**src/rtl/period_meter_pkg.sv**
```systemverilog
// Shared types for the period meter: FSM state encoding and its width.
package period_meter_pkg;

    localparam int STATE_W = 3;

    typedef enum logic [STATE_W-1:0] {
        ST_IDLE  = 3'd0,
        ST_ARM   = 3'd1,
        ST_HIGH  = 3'd2,
        ST_LOW   = 3'd3,
        ST_ABORT = 3'd4
    } state_e;

endpackage

```
**src/rtl/sync_edge_det.sv**
```systemverilog
// Multi-stage synchronizer for an asynchronous input followed by registered
// one-cycle rise/fall strobes taken from the synchronized level.
module sync_edge_det #(
    parameter int STAGES = 2
) (
    input  logic clk,
    input  logic rst_n,
    input  logic sig_in,
    output logic rise,
    output logic fall
);

    logic [STAGES-1:0] sync_q, sync_d;
    logic              prev_q, prev_d;
    logic              rise_q, rise_d;
    logic              fall_q, fall_d;

    // prev_q holds the previous synchronized bit, so a strobe can never be
    // derived from a possibly metastable first stage.
    always_comb begin
        sync_d = {sync_q[STAGES-2:0], sig_in};
        prev_d = sync_q[STAGES-1];
        rise_d = sync_q[STAGES-1] & ~prev_q;
        fall_d = ~sync_q[STAGES-1] & prev_q;
    end

    always_ff @(posedge clk or negedge rst_n) begin
        if (!rst_n) begin
            sync_q <= '0;
            prev_q <= 1'b0;
            rise_q <= 1'b0;
            fall_q <= 1'b0;
        end else begin
            sync_q <= sync_d;
            prev_q <= prev_d;
            rise_q <= rise_d;
            fall_q <= fall_d;
        end
    end

    assign rise = rise_q;
    assign fall = fall_q;

endmodule

```
**src/rtl/period_meter.sv**
```systemverilog
// Measures period and high time of a slow asynchronous signal in sysclk cycles,
// single-shot or back-to-back, with an abort when a required edge never arrives.
module period_meter
    import period_meter_pkg::*;
#(
    parameter int CNT_W       = 32,
    parameter int SYNC_STAGES = 2,
    parameter int TIMEOUT     = 1000000
) (
    input  logic             sysclk,
    input  logic             rst_n,
    input  logic             sig_in,
    input  logic             start,
    input  logic             continuous,
    output logic             busy,
    output logic             done,
    output logic [CNT_W-1:0] period,
    output logic [CNT_W-1:0] high_time,
    output logic             timeout
);

    localparam logic [CNT_W-1:0] TIMEOUT_C = CNT_W'(TIMEOUT);

    logic             rise, fall;
    logic             timed_out;
    state_e           state_q, state_d;
    logic [CNT_W-1:0] cnt_q, cnt_d;
    logic [CNT_W-1:0] hi_cap_q, hi_cap_d;
    logic [CNT_W-1:0] period_q, period_d;
    logic [CNT_W-1:0] high_time_q, high_time_d;
    logic             timeout_q, timeout_d;
    logic             done_q, done_d;
    logic             busy_q, busy_d;

    sync_edge_det #(
        .STAGES (SYNC_STAGES)
    ) u_sync_edge_det (
        .clk    (sysclk),
        .rst_n  (rst_n),
        .sig_in (sig_in),
        .rise   (rise),
        .fall   (fall)
    );

    assign timed_out = (cnt_q >= TIMEOUT_C);

    // The timeout check wins over edges, so cnt never climbs past TIMEOUT.
    always_comb begin
        state_d     = state_q;
        cnt_d       = cnt_q;
        hi_cap_d    = hi_cap_q;
        period_d    = period_q;
        high_time_d = high_time_q;
        timeout_d   = timeout_q;
        done_d      = 1'b0;

        unique case (state_q)
            ST_IDLE: begin
                if (start && !busy_q) begin
                    state_d = ST_ARM;
                    cnt_d   = '0;
                end
            end
            ST_ARM: begin
                if (timed_out) begin
                    state_d = ST_ABORT;
                end else if (rise) begin
                    state_d = ST_HIGH;
                    cnt_d   = CNT_W'(1);
                end else begin
                    cnt_d = cnt_q + 1'b1;
                end
            end
            ST_HIGH: begin
                if (timed_out) begin
                    state_d = ST_ABORT;
                end else begin
                    cnt_d = cnt_q + 1'b1;
                    if (fall) begin
                        hi_cap_d = cnt_q;
                        state_d  = ST_LOW;
                    end
                end
            end
            ST_LOW: begin
                if (timed_out) begin
                    state_d = ST_ABORT;
                end else if (rise) begin
                    period_d    = cnt_q;
                    high_time_d = hi_cap_q;
                    timeout_d   = 1'b0;
                    done_d      = 1'b1;
                    // The closing rise also opens the next period in continuous mode.
                    if (continuous) begin
                        state_d = ST_HIGH;
                        cnt_d   = CNT_W'(1);
                    end else begin
                        state_d = ST_IDLE;
                        cnt_d   = '0;
                    end
                end else begin
                    cnt_d = cnt_q + 1'b1;
                end
            end
            ST_ABORT: begin
                period_d    = '0;
                high_time_d = '0;
                timeout_d   = 1'b1;
                done_d      = 1'b1;
                state_d     = ST_IDLE;
                cnt_d       = '0;
            end
            default: begin
                state_d = ST_IDLE;
                cnt_d   = '0;
            end
        endcase

        // Busy covers the done cycle too, which also drops a start that lands on it.
        busy_d = (state_d != ST_IDLE) || done_d;
    end

    always_ff @(posedge sysclk or negedge rst_n) begin
        if (!rst_n) begin
            state_q     <= ST_IDLE;
            cnt_q       <= '0;
            hi_cap_q    <= '0;
            period_q    <= '0;
            high_time_q <= '0;
            timeout_q   <= 1'b0;
            done_q      <= 1'b0;
            busy_q      <= 1'b0;
        end else begin
            state_q     <= state_d;
            cnt_q       <= cnt_d;
            hi_cap_q    <= hi_cap_d;
            period_q    <= period_d;
            high_time_q <= high_time_d;
            timeout_q   <= timeout_d;
            done_q      <= done_d;
            busy_q      <= busy_d;
        end
    end

    assign busy      = busy_q;
    assign done      = done_q;
    assign period    = period_q;
    assign high_time = high_time_q;
    assign timeout   = timeout_q;

endmodule
```
**config.mk**
```make
export PLATFORM = sky130hd
export DESIGN_NAME = period_meter
export DESIGN_NICKNAME = d
export VERILOG_FILES = /design/src/rtl/period_meter_pkg.sv /design/src/rtl/sync_edge_det.sv /design/src/rtl/period_meter.sv
export SDC_FILE = /design/constraint.sdc
export NUM_CORES = 1
export LEC_CHECK = 0
export CAP_MARGIN = 20
export CORE_MARGIN = 4
export CORE_UTILIZATION = 40
export DETAILED_ROUTE_END_ITERATION = 7
export GPL_ROUTABILITY_DRIVEN = 0
export HOLD_SLACK_MARGIN = 0.1
export PLACE_DENSITY_LB_ADDON = 0.1
export RECOVER_POWER = 25
export SETUP_SLACK_MARGIN = 0.2
export SLEW_MARGIN = 20
export SYNTH_ARGS = -nofsm -noshare
export SYNTH_HDL_FRONTEND = slang
export SYNTH_SLANG_ARGS = --single-unit
```
**constraint.sdc**
```tcl
create_clock -name sysclk -period 1.8 [get_ports sysclk]
set_input_delay 0.36 -clock sysclk [delete_from_list [all_inputs] [get_ports sysclk]]
set_output_delay 0.36 -clock sysclk [all_outputs]
set_load 0.03 [all_outputs]
```
==> results.ini <==
[timing]
rsz0062_at_grt=true
finalCritPeriodShare=1.10
min_period_ps=1980
setup_viol_count_final=121
setup_ws_ps=-178
worstMarginPinSlew_ps=1140
finClkSkew_ps=7.73
fmax_mhz=506
slew_headroom=0.240
hold_viol=0
final_max_slew_viol_count=0

[detailed_routing]
first_pass_iters=4
postRouteAntennaNets=0
vias=4778
wl_um=16100
initialDrtViolationCount=390
drc=0
routedWlPerCell_um=17.9
viasPerCell=5.30

[global_route]
grt_overflow_total=0
antenna_found_initial=0
grt_max_degree=53
grtUsageTotal=0.184
grt_pass1_wl_um=24300
grt_pass1_vias=4828

[pwr]
seq_power_share=0.359
ir_worst_vdd_v=0.000748
switchingPower_mw=3.14
pwr_density_cell_nw_per_um2=1150
intPower_mw=7.01
swShare=0.309
pwr-share-comb=0.282
cellLeakagePower_nw=4.33
clkPwrFrac=0.359

[worst_setup_path]
criticalPathCategory=flop to flop
crit_path_end_kind=flop
cp.required_ps=2100
critPathLaunchType=flop
arrival_ps=2270
cp_cell_sequence=o31ai_4, a311oi_4, nor2_4, nand2_4, clkbuf_16, mux2_4
cpPeakStageDelay_ps=560
path_max_fanout=7
slowest_stage=a311oi_4

[logic_synthesis]
syn_nets=556
synth.cell_area_sq_um=5910
ys_ff_latch=139
ys_seq_area_frac=0.589
yosys_most_used_dff=dfrtp_1
synth_area_per_cell_sq_um=10.8
synth_top_cell_by_area=dfrtp_1
synth_warnings=0
synth.top_cell.area_share=0.589
async_reset_ff_frac=1.00
synth.distinct_cells=44
post-synth-top-count-cell=dfrtp_1
synth_cells=549
yosys-top-cells-area=dfrtp_1 59%, nand2_1 6.2%, mux2_1 3.8%, a21oi_1 3.2%, a21oi_2 2.7%
synth_commonest_cells=139 x dfrtp_1, 97 x nand2_1, 38 x a21oi_1
synth_edf_count=0

[outcome]
failed_checks=negative setup slack
status=finished, violations left

[placement]
place_hpwl_um=9190
portBuffers=71
dp_slack_ps=-287

[finish]
multi_input_area_sq_um=2740
fin_util=0.610
n_antenna_cell=0
fillCellCount=1158
area_growth_pct=49.4
drive_above_1_share=0.396
fin_nets=713
ff_latch_area_sq_um=3480

[clock_tree]
root_buffer=clkbuf_16
cts_buffers=17
h-tree-depth=4
clock_latency_ps=410
cts_buffer_depth=2
clock_sinks=139
clk_pin_slew_ps=60
cts_tree=yes

[min_path]
hp-class=flop to flop

[floorplanning]
die_h_um=130
die_width_um=130
row_count=44
io-pin-count=72
initial_core_util=0.408
core_sq_um=14500
die_area_sq_um=16800

[flow_run]
maxCapViolCount=0

## area by class of cell
class,count,share of cell area
Tap cell,184,0.0261
Timing Repair Buffer,171,0.196
Sequential cell,139,0.395
Inverter,6,0.00255
Clock inverter,6,0.0122
Clock buffer,25,0.0584
Multi-Input combinational cell,371,0.310
## cells in the final DEF, fill, tap and decap left out, types with 7 or more instances in the layout
| cell | instances |
|---|---|
| o21ai_2 | 9 |
| nand2_1 | 82 |
| buf_12 | 9 |
| a41oi_1 | 7 |
| buf_4 | 58 |
| a21oi_2 | 25 |
| dfrtp_1 | 136 |
| and2_4 | 13 |
| a31oi_1 | 9 |
| buf_6 | 19 |
| nor2_1 | 27 |
| a21oi_1 | 31 |
| nand4_1 | 7 |
| nand3_1 | 10 |
| clkbuf_16 | 22 |
| o21ai_1 | 14 |
| and3_4 | 12 |
| nand2_2 | 30 |
| dlygate4sd2_1 | 60 |
| mux2_4 | 20 |
## critical path: cells and delay by family, from the launching register on
family,cells,cell delay (ps)
mux,1,300
simple gates,2,280
buf+inv,1,210
flops,1,400
compound gates,2,660
## path summary, 6_finish.rpt
| path | start | endpoint | slack, ps | cells past startpoint |
|---|---|---|---|---|
| max | cnt_q[6] | hi_cap_q[16] | -180 | 6 |
| min | u_sync_edge_det.sync_q[0] | u_sync_edge_det.sync_q[1] | 350 | 0 |
| max reg2reg | cnt_q[6] | hi_cap_q[16] | -180 | 6 |
| min reg2reg | u_sync_edge_det.sync_q[0] | u_sync_edge_det.sync_q[1] | 350 | 0 |
| max in group asynchronous | rst_n | cnt_q[0] | 240 | 3 |
| min in group asynchronous | rst_n | period[29] | 710 | 2 |
## through the flow
step	std cells	hold slack (ps)	area (sq um)	setup TNS (ps)	power (mW)
CTS	888	357	8400	-10970	9.87
detailed placement	838	313	7370	-15380	5.91
finish	902	350	8830	-13690	10.2
floorplan	549	64.4	6060	-3120	5.06
global placement	838	314	7370	-11840	5.87
global route	902	375	8830	-22710	10.6
## per-layer routing
layer	GRT usage	wire (um)
met5	0	0
met4	0.0672	382
met3	0.0412	783
met2	0.297	7870
met1	0.244	7110
## cell families (layout without fill, tap and decap cells)
family	after synthesis	count (layout)	share of synthesized area
AND/OR/NAND/NOR	230	230	0.196
AO/OA/AOI/OAI	114	117	0.130
flip-flops	139	139	0.589
adder cells (fa/ha/maj)	2	2	0.00423
buffers and inverters	42	208	0.0394
multiplexers	22	22	0.0417
## sequential cells by signal, indices dropped and copies added, names as in the netlist
register / flops
cnt_q: 32
u_sync_edge_det.fall: 1
timeout: 1
done: 1
u_sync_edge_det.sync_q: 2
period: 32
high_time: 32
busy: 1
state_q: 3
u_sync_edge_det.prev_q: 1
hi_cap_q: 32
u_sync_edge_det.rise: 1
## power groups by stage
| stage | logic, mW | clock network (mW) | registers, mW |
|---|---|---|---|
| floorplan | 1.09 | 0 | 3.97 |
| global placement | 2.20 | 0 | 3.67 |
| global route | 3.06 | 3.87 | 3.68 |
| CTS | 2.53 | 3.73 | 3.62 |
| finish | 2.87 | 3.64 | 3.64 |
| detailed placement | 2.23 | 0 | 3.68 |
## timing repair
action | CTS | global route
pin swaps | 22 | 24
gates resized for setup | 137 | 66
hold endpoints to repair | 39 | 0
hold buffers | 1 | 0
setup endpoints to repair | 199 | 136
gates cloned | 6 | 10
buffers inserted | 12 | 4
No activity file was read; power rests on OpenSTA's default activity.
